## config.mk

```make
export PLATFORM = sky130hd
export DESIGN_NAME = branch_predictor_btb
export DESIGN_NICKNAME = d
export VERILOG_FILES = /design/src/rtl/branch_predictor_btb.sv
export SDC_FILE = /design/constraint.sdc
export NUM_CORES = 2
export LEC_CHECK = 0
export BUFFER_PORTS_ARGS = -buffer_cell sky130_fd_sc_hd__buf_2
export CAP_MARGIN = 20
export CORE_MARGIN = 2
export CORE_UTILIZATION = 55
export DETAILED_ROUTE_END_ITERATION = 6
export HOLD_SLACK_MARGIN = 0.06
export PLACE_DENSITY = 0.73
export SLEW_MARGIN = 40
export SYNTH_ARGS = -nofsm -noshare
export SYNTH_HDL_FRONTEND = slang
export SYNTH_SLANG_ARGS = --single-unit
export TNS_END_PERCENT = 30
```

## constraint.sdc

```tcl
create_clock -name clock -period 4.6 [get_ports clock]
set_input_delay 0.46 -clock clock [delete_from_list [all_inputs] [get_ports clock]]
set_output_delay 0.46 -clock clock [all_outputs]
set_load 0.02 [all_outputs]
```

## src/rtl/branch_predictor_btb.sv

```systemverilog
// -----------------------------------------------------------------------------
// branch_predictor_btb
//
// IF-stage branch prediction unit. A direct-mapped branch target buffer holds
// one entry per index. Each entry has a valid bit, a tag, a target and a
// 2-bit history counter. A fetch PC is looked up combinationally, with zero
// latency. Branches resolved in EX train the table and raise a mispredict and
// redirect request. The unit also keeps saturating branch and mispredict
// statistics.
//
// Parameters
//   ADDR_W  : PC / target width
//   ENTRIES : BTB entries (power of two, >= 2)
//   MODE    : 0 static not-taken, 1 two-bit bimodal, 2 one-bit last outcome
//   CNT_W   : statistics counter width
//
// Ports
//   clock            in   rising-edge clock
//   reset            in   asynchronous active-high reset
//   fetch_pc         in   PC fetched this cycle
//   pred_taken       out  fetch_pc predicted taken (combinational)
//   pred_target      out  predicted next PC (combinational)
//   upd_valid        in   a branch resolved in EX this cycle
//   upd_pc           in   PC of the resolved branch
//   upd_taken        in   actual outcome
//   upd_target       in   actual taken target
//   upd_pred_taken   in   prediction made for that branch
//   upd_pred_target  in   target predicted for that branch
//   flush            in   synchronous invalidate of all entries
//   mispredict       out  resolved branch was mispredicted (combinational)
//   redirect_pc      out  correct next PC for the resolved branch
//   br_count         out  resolved-branch count, saturating
//   mp_count         out  mispredict count, saturating
// -----------------------------------------------------------------------------
module branch_predictor_btb #(
    parameter int ADDR_W  = 32,
    parameter int ENTRIES = 16,
    parameter int MODE    = 1,
    parameter int CNT_W   = 16
) (
    input  logic              clock,
    input  logic              reset,
    input  logic [ADDR_W-1:0] fetch_pc,
    output logic              pred_taken,
    output logic [ADDR_W-1:0] pred_target,
    input  logic              upd_valid,
    input  logic [ADDR_W-1:0] upd_pc,
    input  logic              upd_taken,
    input  logic [ADDR_W-1:0] upd_target,
    input  logic              upd_pred_taken,
    input  logic [ADDR_W-1:0] upd_pred_target,
    input  logic              flush,
    output logic              mispredict,
    output logic [ADDR_W-1:0] redirect_pc,
    output logic [CNT_W-1:0]  br_count,
    output logic [CNT_W-1:0]  mp_count
);

    localparam int IDX_W = $clog2(ENTRIES);
    localparam int TAG_W = ADDR_W - IDX_W - 2;

    // Table storage
    logic              r_valid  [ENTRIES];
    logic [1:0]        r_ctr    [ENTRIES];
    logic [TAG_W-1:0]  r_tag    [ENTRIES];
    logic [ADDR_W-1:0] r_target [ENTRIES];

    logic [CNT_W-1:0]  r_br_count;
    logic [CNT_W-1:0]  r_mp_count;

    // Lookup side
    logic [IDX_W-1:0]  w_fetch_idx;
    logic [TAG_W-1:0]  w_fetch_tag;
    logic              w_fetch_hit;
    logic [1:0]        w_fetch_ctr;
    logic              w_pred_taken;

    // Update side
    logic [IDX_W-1:0]  w_upd_idx;
    logic [TAG_W-1:0]  w_upd_tag;
    logic              w_upd_hit;
    logic [1:0]        w_upd_ctr;
    logic [1:0]        w_ctr_next;
    logic              w_tbl_en;
    logic              w_mispredict;
    logic              w_unused;

    // -------------------------------------------------------------------------
    // Lookup
    // -------------------------------------------------------------------------
    assign w_fetch_idx = fetch_pc[IDX_W+1:2];
    assign w_fetch_tag = fetch_pc[ADDR_W-1:IDX_W+2];
    assign w_fetch_hit = r_valid[w_fetch_idx] && (r_tag[w_fetch_idx] == w_fetch_tag);
    assign w_fetch_ctr = r_ctr[w_fetch_idx];

    generate
        if (MODE == 1) begin : g_pred_bimodal
            assign w_pred_taken = w_fetch_hit && w_fetch_ctr[1];
        end else if (MODE == 2) begin : g_pred_last
            assign w_pred_taken = w_fetch_hit && w_fetch_ctr[0];
        end else begin : g_pred_static
            assign w_pred_taken = 1'b0;
        end
    endgenerate

    assign pred_taken  = w_pred_taken;
    assign pred_target = w_pred_taken ? r_target[w_fetch_idx] : fetch_pc + ADDR_W'(4);

    // -------------------------------------------------------------------------
    // Resolution
    // -------------------------------------------------------------------------
    // A taken branch is also wrong when it was predicted taken to the wrong place.
    assign w_mispredict = upd_valid &&
                          ((upd_pred_taken != upd_taken) ||
                           (upd_taken && (upd_pred_target != upd_target)));
    assign mispredict   = w_mispredict;
    assign redirect_pc  = upd_taken ? upd_target : upd_pc + ADDR_W'(4);

    // -------------------------------------------------------------------------
    // Training
    // -------------------------------------------------------------------------
    assign w_upd_idx = upd_pc[IDX_W+1:2];
    assign w_upd_tag = upd_pc[ADDR_W-1:IDX_W+2];
    assign w_upd_hit = r_valid[w_upd_idx] && (r_tag[w_upd_idx] == w_upd_tag);
    assign w_upd_ctr = r_ctr[w_upd_idx];
    // A static predictor never writes its table; flush overrides any training.
    assign w_tbl_en  = upd_valid && (MODE != 0) && !flush;

    // Next counter value for the indexed entry. A miss on a taken branch is
    // an allocation and gets the mode's initial "taken" value.
    always_comb begin
        w_ctr_next = w_upd_ctr;
        if (MODE == 1) begin
            if (upd_taken) begin
                if (!w_upd_hit) begin
                    w_ctr_next = 2'b10;
                end else if (w_upd_ctr != 2'b11) begin
                    w_ctr_next = w_upd_ctr + 2'b01;
                end
            end else if (w_upd_ctr != 2'b00) begin
                w_ctr_next = w_upd_ctr - 2'b01;
            end
        end else if (MODE == 2) begin
            w_ctr_next = upd_taken ? 2'b01 : 2'b00;
        end
    end

    generate
        for (genvar gi = 0; gi < ENTRIES; gi++) begin : g_entry
            // Valid and counter state are reset; flush clears valid only.
            always_ff @(posedge clock or posedge reset) begin
                if (reset) begin
                    r_valid[gi] <= 1'b0;
                    r_ctr[gi]   <= 2'b01;
                end else if (flush) begin
                    r_valid[gi] <= 1'b0;
                end else if (w_tbl_en && (w_upd_idx == IDX_W'(gi))) begin
                    if (upd_taken) begin
                        r_valid[gi] <= 1'b1;
                        r_ctr[gi]   <= w_ctr_next;
                    end else if (w_upd_hit) begin
                        // A not-taken miss leaves the table alone.
                        r_ctr[gi]   <= w_ctr_next;
                    end
                end
            end

            // Tag and target are meaningless while the entry is invalid, so they
            // carry no reset. Taken hits and allocations both rewrite them.
            always_ff @(posedge clock) begin
                if (!reset && w_tbl_en && upd_taken && (w_upd_idx == IDX_W'(gi))) begin
                    r_tag[gi]    <= w_upd_tag;
                    r_target[gi] <= upd_target;
                end
            end
        end
    endgenerate

    // -------------------------------------------------------------------------
    // Statistics (independent of MODE and flush)
    // -------------------------------------------------------------------------
    always_ff @(posedge clock or posedge reset) begin
        if (reset) begin
            r_br_count <= '0;
            r_mp_count <= '0;
        end else if (upd_valid) begin
            if (r_br_count != {CNT_W{1'b1}}) begin
                r_br_count <= r_br_count + CNT_W'(1);
            end
            if (w_mispredict && (r_mp_count != {CNT_W{1'b1}})) begin
                r_mp_count <= r_mp_count + CNT_W'(1);
            end
        end
    end

    assign br_count = r_br_count;
    assign mp_count = r_mp_count;

    // Byte-offset bits and mode-dependent counter bits are intentionally unused.
    assign w_unused = ^{fetch_pc[1:0], upd_pc[1:0], w_fetch_ctr};

endmodule

```

==> flow_summary.ini <==
[floorplan]
ios = 232
coreArea_um2 = 82000
dieHeight_um = 291
start_util_pct = 55.4
dieArea_um2 = 84900
die_width_um = 291
rows = 105

[final_layout]
final_cell_area_um2 = 51900
drive_above_1_share_pct = 34.0
register_area_um2 = 29900
syn_to_final_growth_pct = 14.2
multi_input_area_um2 = 14800
final-instance-count-excl-fill = 3909
finalNetCount = 2897
fillers = 5585

[setup_path]
r2r_cells = 10
cp_common_cell = mux4_2
cp-end-kind = output port
path_max_fanout = 61
cp_slowest_stage_delay_ns = 0.52
critPathKind = flop to output port
cp.required_ns = 4.14
cp_cell_sequence = mux4_2 > mux4_2 > xnor2_1 > nand4_1 > nor4b_2 > nand3_2 > buf_12 > mux2_2 > buf_2
crit_arrival_ns = 3.96
critPathLaunchType = flop
cpMaxStageDelayCell = mux4_2

[synthesis]
synth_compound_area_share_pct = 3.24
synth_mux_area_share_pct = 21.2
netlist_instances = 2450
synth-xor-area-share_pct = 3.32
synth.avg_cell_area_um2 = 18.5
dominantRegCellSynth = edfxtp_1
ys_seq_area_share_pct = 65.8
synth_area_um2 = 45400
ys_types = 74
synth_warnings = 0
ys_ff_latch = 1008
synth_top_family_by_area = multiplexers
synthAdderAreaFrac_pct = 0.193
synth-async-reset-ratio_pct = 7.94
synth_edf_count = 928
synthesis.nets = 2591
yosys.area_share.simple_pct = 4.33

[place]
placed_cells_incl_taps = 3724
place_area_um2 = 48600
dp_hpwl_mm = 81.5
pre_cts_ws_ns = -0.0200
portBuffers = 231
gp_congestion = 0.966

[detailed_routing]
drt_first_pass_iters = 5
viasPerCell = 6.93
routed-via-count = 27100
ant_nets = 0
drt_iter0_drc = 3936
drt_drc_violations_left = 0
wl_per_cell_um = 33.6
finalWirelength_mm = 131

[flow_run]
cap_violations = 0

[worst_hold_path]
hp-class = input pin to flop
whs_path_depth = 1

[timing]
max_slew_margin_pct = 41.9
rsz0062_at_grt = no
clock.fmax_ghz = 0.226
holdWs_ns = 0.191
setup_viol = 0
final_hold_viol_count = 0
slew_violations = 0
period_share_pct = 96.1
skew_ns = 0.0279
tightest_slew_ns = 0.869
layout_min_cycle_time_ns = 4.42
fin_ws_ns = 0.180

[clocking]
ctsResizeCount = 0
clkTransAtPathRegs_ns = 0.07
cts_buffers = 98
cts.htree.levels = 3
cts_root_buffer = clkbuf_16
cts_buffer_depth = 3
clock_latency_ns = 0.68
clock_sinks = 1008
cts_tree = yes

[global_routing]
antenna_found_initial = 10
grt_pass1_vias = 27000
grt_pass1_wl_mm = 189
overflow = 0
grt_max_degree = 79
track_usage_pct = 31.1

[power]
ir_drop_uv = 350
totalPowerFinal_mw = 20.5
power.density_nw_per_um2 = 396
leakagePower_nw = 17.3

[run_status]
status = complete, no violations
==> stage by stage <==
stage,TNS (ns),util (%)
after floorplan,-69.55,-
after CTS,0,63.3
final,0,63.3
after detailed placement,-0.0200,59.3
after global routing,0,63.3
after global placement,0,59.2
==> logic make-up after synthesis <==
family	count (synthesis)
flip-flops	1008
multiplexers	473
AND/OR/NAND/NOR	410
AO/OA/AOI/OAI	211
XOR/XNOR	172
buffers and inverters	169
adder cells (fa/ha/maj)	7
==> flip-flops by register name, indices dropped and copies added (netlist names) <==
signal and cells:
r_valid 16, mp_count 16, br_count 16, r_target 512, r_tag 416, r_ctr 32
==> power by group <==
part / internal, mW / total [mW] / switching, mW
combinational: 0.798 / 1.96 / 1.17
clock: 4.77 / 8.27 / 3.50
sequential: 10.2 / 10.3 / 0.136
==> worst paths after layout <==
check	end	slack, ns	start
worst min-delay path	r_target[2][16]	0.19	upd_target[16]
worst max-delay path	pred_target[1]	0.18	r_tag[7][3]
max in group asynchronous	r_valid[10]	3.02	reset
worst min register to register	br_count[7]	0.50	br_count[7]
min in group asynchronous	br_count[1]	0.51	reset
worst max register to register	r_ctr[15]	0.79	r_tag[14][12]
==> cells in the mapped netlist (12+ instances only) <==
cell type  count  share of area [%]
nand4_1       35               0.48
o21ai_0       58               0.64
and3_1        22               0.30
buf_6         20               0.50
a21oi_1       41               0.45
nor3_1        21               0.23
mux2i_1       61                1.3
mux2_2        24               0.59
dfstp_2       16               0.93
mux4_2       386                 19
xnor2_1       87                1.7
nor2_1       115               0.95
a31oi_1       13               0.18
edfxtp_1     928                 61
inv_1         18               0.15
nand2_1      115               0.95
xor2_1        85                1.6
buf_2         35               0.39
nand3_1       41               0.45
nor4_1        12               0.17
clkbuf_1      71               0.59
dfrtp_1       64                3.5
==> critical path, delay by kind of cell (launching register included) <==
kind / cells / cell delay, ns
flip-flops: 1 / 0.40
XOR/XNOR: 1 / 0.42
multiplexers: 3 / 1.30
AND/OR/NAND/NOR: 3 / 0.71
buffers and inverters: 2 / 0.40
==> cells in the final DEF, fill, tap and decap left out, types with 64 or more instances in the layout <==
cell       instances
buf_2            224
dfrtp_1           64
nand2_1          115
buf_4             94
xnor2_1           87
edfxtp_1         928
mux4_2           386
clkbuf_16         98
xor2_1            85
nor2_1            99
==> timing repair <==
| item | in CTS | in global routing |
|---|---|---|
| hold buffers | 1 | 0 |
| setup buffers | 0 | 0 |
| hold endpoints to repair | 32 | 0 |
==> per-layer routing <==
metal	share of wire, %	vias up	track usage [%]	wire, um
met1	36	14100	43.3	47900
li1	-	10700	-	-
met3	12	300	7.52	16400
met2	47	2001	48.4	61900
met5	0.037	-	0	49
met4	3.9	8	11.6	5140
==> layout make-up <==
class | count | share of cell area, %
flip-flops and latches | 1008 | 57.6
clock buffers | 112 | 4.83
repair buffers | 355 | 4.87
well taps | 1070 | 2.58
diodes | 5 | 0.0241
clock inverters | 66 | 1.51
multi-input cells | 1273 | 28.5
inverters | 20 | 0.145
Power figures use the tool's default switching activity.
